**src/rtl/serial_rx_fifo.sv**
```systemverilog
// serial_rx_fifo: deserialises start-bit-framed items received over LANES serial
// wires, optionally checks even parity, and buffers good items in a DEPTH-entry FIFO.
//
// Ports:
//   clk          rising-edge clock
//   reset        asynchronous active-high reset
//   serial_in    LANES serial wires; lane 0 also carries the start bit
//   item_read    consumer pops the FIFO head (ignored when FIFO empty)
//   valid        FIFO non-empty
//   channel_busy sender must not start a frame while high
//   parallel_out FIFO head item (zero when empty)
//   parity_err   one-cycle pulse when a frame is dropped for bad parity
//   occupancy    number of items held in the FIFO
module serial_rx_fifo #(
  parameter int unsigned DATA_W    = 32,
  parameter int unsigned LANES     = 1,
  parameter int unsigned DEPTH     = 4,
  parameter int unsigned PARITY_EN = 0
) (
  input  logic                         clk,
  input  logic                         reset,
  input  logic [LANES-1:0]             serial_in,
  input  logic                         item_read,
  output logic                         valid,
  output logic                         channel_busy,
  output logic [DATA_W-1:0]            parallel_out,
  output logic                         parity_err,
  output logic [$clog2(DEPTH+1)-1:0]   occupancy
);

  localparam int unsigned NBITS   = DATA_W + PARITY_EN;
  localparam int unsigned BEATS   = (NBITS + LANES - 1) / LANES;
  localparam int unsigned FRAME_W = BEATS * LANES;
  localparam int unsigned CNT_W   = (BEATS > 1) ? $clog2(BEATS) : 1;
  localparam int unsigned PTR_W   = (DEPTH > 1) ? $clog2(DEPTH) : 1;
  localparam int unsigned OCC_W   = $clog2(DEPTH + 1);

  typedef enum logic {
    IDLE = 1'b0,
    RECV = 1'b1
  } state_t;

  state_t                   state_q, state_d;
  logic [CNT_W-1:0]         beat_q;
  logic [FRAME_W-1:0]       frame_q;
  logic [FRAME_W-1:0]       frame_d;
  logic [FRAME_W+LANES-1:0] frame_ext;
  logic [DATA_W-1:0]        mem [DEPTH];
  logic [PTR_W-1:0]         wr_ptr, rd_ptr;
  logic [OCC_W-1:0]         occ_q;

  logic full;
  logic last_beat;
  logic beat_clr;
  logic beat_inc;
  logic done;
  logic parity_ok;
  logic push;
  logic drop;
  logic pop;
  logic unused_shift_out;

  assign full      = (occ_q == OCC_W'(DEPTH));
  assign last_beat = (beat_q == CNT_W'(BEATS - 1));

  // New beat enters at the top; after BEATS shifts beat 0 sits at bit 0.
  assign frame_ext        = {serial_in, frame_q};
  assign frame_d          = frame_ext[FRAME_W+LANES-1:LANES];
  assign unused_shift_out = ^frame_ext[LANES-1:0];

  // Even parity: data bits plus parity bit must XOR to zero.
  assign parity_ok = (PARITY_EN == 0) || !(^frame_d[NBITS-1:0]);
  assign push      = done && parity_ok;
  assign drop      = done && !parity_ok;
  assign pop       = item_read && valid;

  // FSM state register
  always_ff @(posedge clk or posedge reset) begin
    if (reset) begin
      state_q <= IDLE;
    end else begin
      state_q <= state_d;
    end
  end

  // FSM next-state and control decode
  always_comb begin
    state_d  = state_q;
    beat_clr = 1'b0;
    beat_inc = 1'b0;
    done     = 1'b0;
    case (state_q)
      IDLE: begin
        // Start bit while full is a sender protocol violation; ignore it.
        if (serial_in[0] && !full) begin
          state_d  = RECV;
          beat_clr = 1'b1;
        end
      end
      RECV: begin
        if (last_beat) begin
          state_d = IDLE;
          done    = 1'b1;
        end else begin
          beat_inc = 1'b1;
        end
      end
      default: state_d = IDLE;
    endcase
  end

  // Beat counter, shift register and parity error pulse
  always_ff @(posedge clk or posedge reset) begin
    if (reset) begin
      beat_q     <= '0;
      frame_q    <= '0;
      parity_err <= 1'b0;
    end else begin
      if (beat_clr) begin
        beat_q <= '0;
      end else if (beat_inc) begin
        beat_q <= beat_q + CNT_W'(1);
      end
      if (state_q == RECV) begin
        frame_q <= frame_d;
      end
      parity_err <= drop;
    end
  end

  function automatic logic [PTR_W-1:0] ptr_next(input logic [PTR_W-1:0] p);
    return (p == PTR_W'(DEPTH - 1)) ? '0 : p + PTR_W'(1);
  endfunction

  // FIFO pointers and occupancy; push+pop on one edge leaves occupancy unchanged
  always_ff @(posedge clk or posedge reset) begin
    if (reset) begin
      wr_ptr <= '0;
      rd_ptr <= '0;
      occ_q  <= '0;
    end else begin
      if (push) begin
        wr_ptr <= ptr_next(wr_ptr);
      end
      if (pop) begin
        rd_ptr <= ptr_next(rd_ptr);
      end
      case ({push, pop})
        2'b10:   occ_q <= occ_q + OCC_W'(1);
        2'b01:   occ_q <= occ_q - OCC_W'(1);
        default: occ_q <= occ_q;
      endcase
    end
  end

  // FIFO storage; contents are only observable through the valid-gated head
  always_ff @(posedge clk) begin
    if (push) begin
      mem[wr_ptr] <= frame_d[DATA_W-1:0];
    end
  end

  assign valid        = (occ_q != '0);
  assign parallel_out = valid ? mem[rd_ptr] : '0;
  assign channel_busy = (state_q == RECV) | full;
  assign occupancy    = occ_q;

endmodule
```
**config.mk**
```make
export PLATFORM = sky130hd
export DESIGN_NAME = serial_rx_fifo
export DESIGN_NICKNAME = d
export VERILOG_FILES = /design/src/rtl/serial_rx_fifo.sv
export SDC_FILE = /design/constraint.sdc
export NUM_CORES = 1
export LEC_CHECK = 0
export BUFFER_PORTS_ARGS = -buffer_cell sky130_fd_sc_hd__clkbuf_2
export CAP_MARGIN = 20
export CELL_PAD_IN_SITES_DETAIL_PLACEMENT = 1
export CELL_PAD_IN_SITES_GLOBAL_PLACEMENT = 1
export CORE_ASPECT_RATIO = 1.25
export CORE_MARGIN = 2
export CORE_UTILIZATION = 52
export DETAILED_ROUTE_END_ITERATION = 6
export GPL_TIMING_DRIVEN = 1
export PLACE_DENSITY_LB_ADDON = 0.08
export REMOVE_ABC_BUFFERS = 1
export SETUP_SLACK_MARGIN = 0.02
export SYNTH_ARGS = -nofsm -noshare
export SYNTH_HDL_FRONTEND = slang
export SYNTH_SLANG_ARGS = --single-unit
```
**constraint.sdc**
```tcl
create_clock -name clk -period 2.42 [get_ports clk]
set_input_delay 0.121 -clock clk [delete_from_list [all_inputs] [get_ports clk]]
set_output_delay 0.121 -clock clk [all_outputs]
set_load 0.1 [all_outputs]
```
==> impl_metrics.json <==
{
  "outcome": "completed",
  "cts_tree": "yes",
  "grt_max_degree": 34,
  "path_cells": "ha_1 > and3_1 > ha_2 > nand2_2 > ha_1 > inv_1 > fa_1 > xor2_1 > nor2_1 > xor2_1",
  "synth-compound-area-share": 0.00111,
  "synthesis.instances": 338,
  "die_w_um": 106,
  "syn_avg_cell_area_um2": 20.0,
  "wl_per_cell_um": 21.6,
  "cts_made_buffers": 17,
  "rows": 46,
  "clock-sinks": 172,
  "finalHoldViolCount": 0,
  "grt_util_all_layers": 0.199,
  "finalCriticalPeriod_ns": 2.28,
  "vias": 3163,
  "synth_top_family_by_area": "multiplexers",
  "routed_wl_um": 12500,
  "yosys_warnings": 0,
  "slew_viol_final": 0,
  "synth_ff_type": "edfxtp_1",
  "drive_above_1_share": 0.389,
  "slew_headroom": 0.536,
  "synth_fa_ha_area_frac": 0.0177,
  "dp_hpwl_um": 7260,
  "worstSetupStartpointType": "flop",
  "cpMaxStageDelayCell": "dfrtp_1",
  "clk_pin_slew_ns": 0.06,
  "drcViolationCount": 0,
  "grt_overflow": 0,
  "drtPass1Iterations": 4,
  "critPathLaunch": "beat_q[0]",
  "setup-violations-final": 0,
  "grt-busiest-layer": "met2",
  "dpl-instance-area_um2": 7690,
  "cts_root_buffer": "clkbuf_16",
  "crit_required_ns": 2.77,
  "met2_usage": 0.337,
  "insertedDiodeCount": 0,
  "synth.cell_area_um2": 6770,
  "cap_violations": 0,
  "crit_buf_inv": 1,
  "ys_ff_latch": 172,
  "fin_worst_hold_slack_ns": 0.142,
  "synth_xor_area_frac": 0.00647,
  "rsz0062_at_grt": "no",
  "area_delta_synth_final_pct": 22.6,
  "min-delay-start": "item_read",
  "arrival_ns": 2.62,
  "met1_usage": 0.243,
  "die_area_um2": 14000,
  "yosysSeqAreaShare": 0.730,
  "r2r-start": "beat_q[0]",
  "worstSkewPairLatency_ns": 0.42,
  "met3_usage": 0.0556,
  "worstMarginPinSlew_ns": 0.696,
  "fin_worst_skew_ns": 0.00641,
  "crit_family": "adder cells",
  "finalCritPeriodShare": 0.940,
  "final_nets": 411,
  "htree_levels": 4,
  "crit_type": "flop to flop",
  "ant_nets": 0,
  "routed_via_density": 5.46,
  "min_path_type": "input pin to flop",
  "grt_pass1_wl_um": 20400,
  "nFillCells": 1036,
  "port_buffers": 40,
  "synth_edf_count": 128,
  "synthDistinctLibCells": 32,
  "utilization": 0.653,
  "place_congestion": 0.674,
  "max_freq_ghz": 0.440,
  "die_h_um": 132,
  "crit_fanout": 7,
  "cts_setup_buffers": 0,
  "clockBufferDepth": 2,
  "async_flop_share": 0.256,
  "critPathMaxStageDelay_ns": 0.40,
  "cp-end-kind": "flop",
  "grt_antenna_before_repair": 0,
  "start_util": 0.532,
  "first_global_vias": 3576,
  "drtIter0Drc": 123,
  "synth.area.mux_share": 0.168,
  "pin_count": 42,
  "synth_simple_gate_area_frac": 0.0525,
  "core_region_area_um2": 12700,
  "finalInstanceArea_um2": 8310
}
-- through the flow --
stage	setup TNS, ns	instances	worst slack (ns)
final	0	579	0.145
after global routing	0	579	0.0279
after CTS	0	579	0.0382
after detailed placement	0	545	0.0420
after global placement	0	545	0.157
after floorplan	-10.45	321	-0.405
-- path summary, 6_finish.rpt --
kind                       slack [ns]            to  cells after the start
min reg2reg                      0.54  occupancy[2]                      1
max                              0.14  occupancy[2]                     10
max in group asynchronous        1.52     beat_q[4]                      4
min in group asynchronous        0.35   frame_q[22]                      3
max reg2reg                      0.14  occupancy[2]                     10
min                              0.14     rd_ptr[0]                      3
-- flip-flops by register name, summed over array words and instances, names as in the netlist --
register / flops
rd_ptr: 2
frame_q: 31
wr_ptr: 2
occupancy: 3
state_q: 1
mem: 128
beat_q: 5
-- placed cells by master, fill, tap and decap left out, drive strengths merged, types with 3 or more instances in the layout --
cell type,n
and2,33
and3,7
buf,49
clkbuf,25
clkinv,7
clkinvlp,3
dfrtp,44
edfxtp,128
ha,8
inv,8
mux2,34
mux2i,3
mux4,32
nor2,8
xor2,3
-- timing repair --
item / in CTS / in global routing
pin swaps: 0 / 0
hold buffers: 2 / 0
endpoints found under the hold margin: 32 / 0
gates resized for setup: 2 / 2
endpoints found under the setup margin: 4 / 4
-- per-layer routing --
metal,up-vias,routed length (µm)
met4,0,280
li1,1413,-
met2,57,6780
met1,1671,5010
met5,-,0
met3,22,424
-- layout make-up --
type                    instances  area (µm²)  area share
flip-flops and latches        172        4950       0.596
multi-input cells             143        1680       0.202
repair buffers                 58         865       0.104
clock buffers                  18         439      0.0529
well taps                     168         210      0.0253
clock inverters                14         144      0.0173
inverters                       6        22.5     0.00271
-- synthesized netlist by cell type (all sizes together), types with 2 or more instances --
library cell	instances	share of area
and2	33	0.031
and3	7	0.0065
buf	13	0.018
clkbuf	4	0.0022
dfrtp	44	0.16
edfxtp	128	0.57
ha	8	0.015
inv	6	0.0033
mux2	34	0.058
mux2i	3	0.0044
mux4	32	0.11
nor2	8	0.0044
nor3b	2	0.0030
or2	2	0.0018
xnor2	2	0.0026
xor2	3	0.0039
-- cells by family after synthesis --
group	count (synthesis)
flops	172
compound gates	1
buf+inv	23
fa+ha+maj	9
mux	69
xor+xnor	5
other cells	1
simple gates	58
-- worst reg2reg max path: stages (launching register included) --
cell	delay, ns
dfrtp_1	0.40
ha_1	0.22
and3_1	0.19
ha_2	0.21
nand2_2	0.12
ha_1	0.20
inv_1	0.06
fa_1	0.37
xor2_1	0.16
nor2_1	0.11
xor2_1	0.15
Power is left out: the tool's default activity adds up to more than one toggle a clock period on the data nets, which glitch-free logic cannot reach.
